## config.mk

```make
export PLATFORM = sky130hd
export DESIGN_NAME = tinymips_param_core
export DESIGN_NICKNAME = d
export VERILOG_FILES = /design/src/rtl/tinymips_param_core.sv
export SDC_FILE = /design/constraint.sdc
export NUM_CORES = 1
export LEC_CHECK = 0
export BUFFER_PORTS_ARGS = -buffer_cell sky130_fd_sc_hd__buf_2
export CAP_MARGIN = 20
export CORE_ASPECT_RATIO = 1.2
export CORE_MARGIN = 2
export CORE_UTILIZATION = 64
export DETAILED_ROUTE_END_ITERATION = 8
export GPL_TIMING_DRIVEN = 0
export PLACE_DENSITY = 0.82
export SYNTH_ARGS = -nofsm -noshare
export SYNTH_HDL_FRONTEND = slang
export SYNTH_SLANG_ARGS = --single-unit
```

## constraint.sdc

```tcl
create_clock -name clk -period 4.15 [get_ports clk]
set_clock_uncertainty 0.1 [all_clocks]
set_input_delay 0 -clock clk [delete_from_list [all_inputs] [get_ports clk]]
set_output_delay 0 -clock clk [all_outputs]
set_load 0.01 [all_outputs]
```

## src/rtl/tinymips_param_core.sv

```systemverilog
// tinymips_param_core: parametrised multicycle TinyMIPS with one unified memory port.
// Talks directly to a registered block RAM (read data valid one cycle after the address).
// Ports:
//   clk          system clock, all state updates on the rising edge
//   rst          synchronous active-high reset
//   data_fromRAM RAM read data (DW bits); fetch uses only bits [15:0]
//   wrEn         RAM write enable, high only in the SW execute cycle
//   addr_toRAM   RAM address (AW bits)
//   data_toRAM   RAM write data (DW bits)
//   halted       high while the core sits in HALT
module tinymips_param_core #(
    parameter int unsigned   DW       = 16,
    parameter int unsigned   AW       = 8,
    parameter logic [AW-1:0] RESET_PC = '0
) (
    input  logic          clk,
    input  logic          rst,
    input  logic [DW-1:0] data_fromRAM,
    output logic          wrEn,
    output logic [AW-1:0] addr_toRAM,
    output logic [DW-1:0] data_toRAM,
    output logic          halted
);

    typedef enum logic [2:0] {StFetch, StDecode, StExec, StMemrd, StHalt} state_e;

    localparam logic [3:0] OpAdd  = 4'h0;
    localparam logic [3:0] OpAddi = 4'h1;
    localparam logic [3:0] OpNand = 4'h2;
    localparam logic [3:0] OpLw   = 4'h4;
    localparam logic [3:0] OpSw   = 4'h5;
    localparam logic [3:0] OpCpi  = 4'h7;
    localparam logic [3:0] OpBeq  = 4'h8;
    localparam logic [3:0] OpBlt  = 4'h9;
    localparam logic [3:0] OpHalt = 4'hF;

    state_e        st_q, st_d;
    logic [AW-1:0] pc_q, pc_d;
    logic [15:0]   iw_q, iw_d;
    logic [DW-1:0] t1_q, t1_d;
    logic [DW-1:0] t2_q, t2_d;
    logic [DW-1:0] rf_q [8];

    logic          rf_we;
    logic [2:0]    rf_wa;
    logic [DW-1:0] rf_wd;

    logic [15:0]   instr;
    logic [3:0]    op;
    logic [DW-1:0] imm6_dw;
    logic [AW-1:0] imm6_aw;
    logic [AW-1:0] pc_inc;
    logic [AW-1:0] mem_addr;

    assign instr   = data_fromRAM[15:0];
    assign op      = iw_q[15:12];
    assign imm6_dw = {{(DW-6){iw_q[5]}}, iw_q[5:0]};
    assign imm6_aw = {{(AW-6){iw_q[5]}}, iw_q[5:0]};
    assign pc_inc  = pc_q + AW'(1);
    // Truncating the base before the add gives the same result modulo 2^AW.
    assign mem_addr = ((op == OpLw) ? t1_q[AW-1:0] : t2_q[AW-1:0]) + imm6_aw;

    always_comb begin
        st_d  = st_q;
        pc_d  = pc_q;
        iw_d  = iw_q;
        t1_d  = t1_q;
        t2_d  = t2_q;
        rf_we = 1'b0;
        rf_wa = iw_q[11:9];
        rf_wd = '0;
        case (st_q)
            StFetch: st_d = StDecode;
            StDecode: begin
                iw_d = instr;
                case (instr[15:12])
                    OpCpi: begin
                        rf_we = 1'b1;
                        rf_wa = instr[11:9];
                        rf_wd = {{(DW-9){1'b0}}, instr[8:0]};
                        pc_d  = pc_inc;
                        st_d  = StFetch;
                    end
                    OpHalt: st_d = StHalt;
                    OpAdd, OpAddi, OpNand, OpLw: begin
                        t1_d = rf_q[instr[8:6]];
                        t2_d = rf_q[instr[5:3]];
                        st_d = StExec;
                    end
                    OpSw, OpBeq, OpBlt: begin
                        t1_d = rf_q[instr[11:9]];
                        t2_d = rf_q[instr[8:6]];
                        st_d = StExec;
                    end
                    default: begin
                        pc_d = pc_inc;
                        st_d = StFetch;
                    end
                endcase
            end
            StExec: begin
                st_d = StFetch;
                pc_d = pc_inc;
                case (op)
                    OpAdd: begin
                        rf_we = 1'b1;
                        rf_wd = t1_q + t2_q;
                    end
                    OpAddi: begin
                        rf_we = 1'b1;
                        rf_wd = t1_q + imm6_dw;
                    end
                    OpNand: begin
                        rf_we = 1'b1;
                        rf_wd = ~(t1_q & t2_q);
                    end
                    OpLw: begin
                        st_d = StMemrd;
                        pc_d = pc_q;
                    end
                    OpBeq: if (t1_q == t2_q) pc_d = pc_q + imm6_aw;
                    OpBlt: if (t1_q < t2_q) pc_d = pc_q + imm6_aw;
                    default: ;
                endcase
            end
            StMemrd: begin
                rf_we = 1'b1;
                rf_wd = data_fromRAM;
                pc_d  = pc_inc;
                st_d  = StFetch;
            end
            StHalt: st_d = StHalt;
            default: st_d = StFetch;
        endcase
    end

    always_ff @(posedge clk) begin
        if (rst) begin
            st_q <= StFetch;
            pc_q <= RESET_PC;
            iw_q <= '0;
            t1_q <= '0;
            t2_q <= '0;
            for (int i = 0; i < 8; i++) rf_q[i] <= '0;
        end else begin
            st_q <= st_d;
            pc_q <= pc_d;
            iw_q <= iw_d;
            t1_q <= t1_d;
            t2_q <= t2_d;
            if (rf_we) rf_q[rf_wa] <= rf_wd;
        end
    end

    // Outputs are decoded from state only; reset forces them quiet so an
    // aborted store never reaches the RAM.
    always_comb begin
        wrEn       = 1'b0;
        addr_toRAM = '0;
        data_toRAM = '0;
        halted     = 1'b0;
        if (!rst) begin
            case (st_q)
                StFetch: addr_toRAM = pc_q;
                StExec: begin
                    if (op == OpLw) begin
                        addr_toRAM = mem_addr;
                    end else if (op == OpSw) begin
                        wrEn       = 1'b1;
                        addr_toRAM = mem_addr;
                        data_toRAM = t1_q;
                    end
                end
                StHalt: halted = 1'b1;
                default: ;
            endcase
        end
    end

endmodule

```

## After elaboration in Yosys (flattened, before gate mapping)

Memories as Yosys holds them, arrays and structs flattened.
Cells that the tools add are included.
W data, S select, Z words.

| word-level totals | value |
|---|---|
| register bits after elaboration | 59 |
| memory bits (writable) | 128 |
| bits of input ports | 18 |
| output and inout bits | 26 |
| logic and storage cells | 89 |
| memories | 1 |

Memory list:

| memory | words | width | rd ports | clocked after memory_dff | wr ports | line | RTL |
|---|---|---|---|---|---|---|---|
| rf_q | 8 | 16 | 3 | 0 | 8 | 42 | `logic [DW-1:0] rf_q [8];` |

| operators by class | value |
|---|---|
| $add $sub $neg | 5 |
| magnitude comparators | 1 |
| equality and inequality tests | 21 |
| mux-type cells | 41 |
| bitwise logic cells | 2 |
| reductions and logical operators | 13 |

Operators by type and width:

| cell | number |
|---|---|
| $pmux W16 S3 | 2 |
| $mux W16 | 5 |
| $pmux W16 S2 | 2 |
| $mux W8 | 7 |
| $pmux W8 S3 | 2 |
| $add A16 B16 Y16 | 2 |
| $eq A4 B3 Y1 const B | 5 |
| $eq A4 B4 Y1 const B | 5 |
| $add A8 B8 Y8 | 2 |
| $and A16 B16 Y16 | 1 |
| $eq A16 B16 Y1 | 1 |
| $lt A16 B16 Y1 | 1 |
| $not A16 Y16 | 1 |
| $pmux W8 S2 | 1 |
| $reduce_or A16 Y1 | 1 |
| $mux W1 | 14 |
| $pmux W3 S4 | 1 |
| $mux W3 | 3 |
| $mux W9 | 1 |
| $add A8 B1 Y8 const B | 1 |
| $eq A4 B1 Y1 const B | 2 |
| $eq A4 B2 Y1 const B | 2 |
| $logic_not A4 Y1 | 2 |
| $reduce_or A8 Y1 | 1 |
| 15 further kinds | 18 |

## Depth between registers and ports, before layout

| logic depth | value |
|---|---|
| word-level depth | 9 |
| gate-level depth with buffers | 14 |

## Worst setup path after synthesis

No wires, ideal clock.

| path | value |
|---|---|
| path kind | register to register |
| start | reg iw_q[15] |
| end | mem rf_q[0][8] (data pin) |
| setup time | 284 ps |
| arrival | 3190 ps |
| data required time | 3766 ps |
| slack | 575 ps |
| cell stages (with the launch flop) | 14 |
| path buffers | 0 |
| period minus slack after synthesis | 3575 ps |
| cells stage by stage | dfxtp_1 -> nor3_1 -> nand2_1 -> mux2_2 -> ha_1 -> inv_1 -> fa_1 -> nor2b_1 -> o21a_1 -> o31ai_4 -> a21o_2 -> xnor2_1 -> a222oi_1 -> nor2_1 |

RTL lines:

| what | line | RTL |
|---|---|---|
| start, declared | 39 | `logic [15:0] iw_q, iw_d;` |
| start signal, assigned | 148 | `iw_q <= iw_d;` |
| end, declared | 42 |  |

==> flow_summary.toml <==
[status]
status = "completed"

[setup_path]
r2r_setup_slack_ns = 0.18
worst_setup_path_end_kind = "register"
worstPathArrival_ns = 4.04
cp-start-kind = "register"
r2r-end = "rf_q[2][9]"
required_ns = 4.22
cp_max_fo = 10
path_class = "register to register"
rr_worst_depth = 12
r2r_start = "iw_q[15]"

[global_route]
grt_pass1_vias = 10445
grt_pass1_wl_um = 57900
antenna_found_initial = 0
overflow = 0
grt_max_degree = 21
grt_usage_pct = 36.3

[route]
dr_wl_met3_um = 3670
drt_iter0_drc = 1358
firstDrtPassIters = 7
via_per_inst = 6.87
wl_met2_um = 18600
drt_wl_total_um = 37200
routedWlPerCell_um = 23.9
dr_total_vias = 10681
highest_layer = "met4"
wl_met1_um = 12600
drtAntennaViolNets = 0
drc = 0

[cells_and_area]
syn_to_final_growth_pct = 9.95
antenna_cells = 0
fin_cells = 1554
fin_nets = 1364
nFillCells = 1365
drive_gt1_share_pct = 18.8
seqCellArea_um2 = 4960
multiInputGateArea_um2 = 7300

[floorplan]
die_h_um = 158
start_util_pct = 65.1
fp.dieW_um = 133
die_area_um2 = 21000
io_pins = 44
rows = 56
core_um2 = 19500

[logic_synthesis]
ys_warn_count = 0
synth_compound_area_share_pct = 11.2
synth_nets = 1296
ys_seq_area_share_pct = 39.0
synth_area_um2 = 12700
yosysTopAreaCell = "edfxtp_1"
synthArstFlopShare_pct = 0
ys_ff_latch = 184
synth_xor_area_share_pct = 1.65
synth_top_family_by_area = "multiplexers"
synthCells = 1212
synthMuxAreaShare_pct = 22.1
synth_top_area_share_pct = 30.2
synth-simple-area-share_pct = 15.4
ys_top_cells_by_count = "nor2_1, nand2_1, edfxtp_1"
synth_area_per_cell_um2 = 10.5
yosysMostFrequentCell = "nor2_1"
synthAdderAreaFrac_pct = 6.66
synth.area.top_cells = "edfxtp_1, mux4_2, dfxtp_1, ha_1, nor2_1"
ys_types = 67
synth_edf_count = 128
synth_flop_cell = "edfxtp_1"

[timing]
fin_crit_ns = 3.97
final-hold-violation-count = 0
tns_ns = 0
max_freq_mhz = 252
worst_pin_slew_ns = 1.03
setup_violations = 0
maxSlewHeadroom_pct = 31.1
finalMaxSlewViolations = 0
min_period_over_period_pct = 95.5

[clocking]
clock_latency_ns = 0.45
ctsHtreeMaxLevel = 4
cts_tree = "done"
clk_path_buf_depth = 2
root_buffer = "clkbuf_16"
clkSinkCount = 184
path_clk_slew_ns = 0.08
cts_buffers = 17

[worst_hold_path]
hold_path.class = "primary input to register"
hold_depth = 5
holdCritStartpoint = "data_fromRAM[11]"
hold_end = "rf_q[4][11]"

[placement]
gp_congestion = 0.941
place_inst = 1509
dp_hpwl_um = 27500
port_buffers = 34

[power]
vdd_ir_drop_max_mv = 0.329
p_leak_nw = 5.21
power_density_nw_per_um2 = 326

[flow_run]
max_cap_viol_count = 0
## power breakdown
| group | internal, W | switching, W | leakage (nW) |
|---|---|---|---|
| sequential | 0.00204 | 0.0000983 | 1.78 |
| combinational | 0.000330 | 0.000473 | 3.15 |
| clock | 0.000813 | 0.000811 | 0.283 |
| total | 0.00318 | 0.00138 | 5.21 |
## worst max-delay path, cell delays in order (launching register included)
cell and delay [ns]:
dfxtp_1 0.40, nor3_4 0.35, nand2_1 0.24, clkbuf_1 0.29
nand2_1 0.13, nand2_1 0.06, ha_1 0.32, o21a_1 0.24
a31oi_4 0.13, a21oi_1 0.44, xor2_1 0.15, a21oi_1 0.72
nor2_1 0.11
## per-stage QoR
step	area (µm²)	power (W)	hold WS (ns)	setup WS (ns)	util [%]
floorplan	12700	0.00270	0.0360	0.575	-
global placement	13200	0.00289	0.159	-0.349	67.7
detailed placement	13200	0.00292	0.165	-0.423	67.7
CTS	13900	0.00452	0.155	0.0114	71.3
global route	14000	0.00469	0.235	-0.00977	71.6
finish	14000	0.00456	0.175	0.185	71.6
## state kept, by name (all words and copies together), names as in the netlist
| signal | flops |
|---|---|
| pc_q | 8 |
| t2_q | 16 |
| iw_q | 13 |
| t1_q | 16 |
| rf_q | 128 |
| st_q | 3 |
## kinds of logic (layout without fill, tap and decap cells)
group	after synthesis	after routing
AO/OA/AOI/OAI	216	216
XOR/XNOR	24	24
adder cells (fa/ha/maj)	66	66
buffers and inverters	120	201
flip-flops	184	184
multiplexers	159	159
AND/OR/NAND/NOR	443	443
## routing by layer
metal  vias up  track usage [%]
met1      5068             41.3
li1       4639                -
met5         -                0
met3       197             7.96
met2       777             63.8
met4         0             20.7
## worst max-delay path by stage
| stage | from | end | slack, ns | cells past startpoint |
|---|---|---|---|---|
| 2_1_floorplan | iw_q[15] | rf_q[0][8] | 0.58 | 13 |
| 5_1_grt | iw_q[15] | rf_q[5][9] | -0.01 | 12 |
| 3_3_place_gp | iw_q[15] | rf_q[4][11] | -0.35 | 12 |
| 6_report | iw_q[15] | rf_q[2][9] | 0.18 | 12 |
| 4_1_cts | iw_q[15] | rf_q[5][7] | 0.01 | 10 |
| 3_5_place_dp | iw_q[15] | rf_q[2][8] | -0.42 | 13 |
## layout make-up
| cell class | count | area share (%) |
|---|---|---|
| Inverter | 35 | 0.939 |
| Clock buffer | 17 | 3.04 |
| Clock inverter | 15 | 1.14 |
| Tap cell | 261 | 2.33 |
| Multi-Input combinational cell | 908 | 52.2 |
| Sequential cell | 184 | 35.5 |
| Timing Repair Buffer | 49 | 2.24 |
| Buffer | 85 | 2.66 |
## placed cells by master (no fill, tap or decap), types with 11 or more instances in the layout
master     instances
inv_1             35
buf_2             58
mux2_2            21
nand2_1          151
xnor2_1           13
o211ai_1          34
nor2_1           167
dfxtp_1           56
xor2_1            11
a21oi_1           86
mux4_2            96
o21ai_0           29
ha_1              63
mux2i_1           42
edfxtp_1         128
clkbuf_16         17
and2_1            18
nand3_1           20
nor3_1            22
clkbuf_1          47
## what timing repair did
action	4_1_cts	5_1_grt
hold buffers	8	0
gates resized for setup	4	4
endpoints found under the hold margin	10	0
endpoints found under the setup margin	79	45
pin swaps	2	3
setup buffers	2	3
Power figures use the tool's default switching activity.
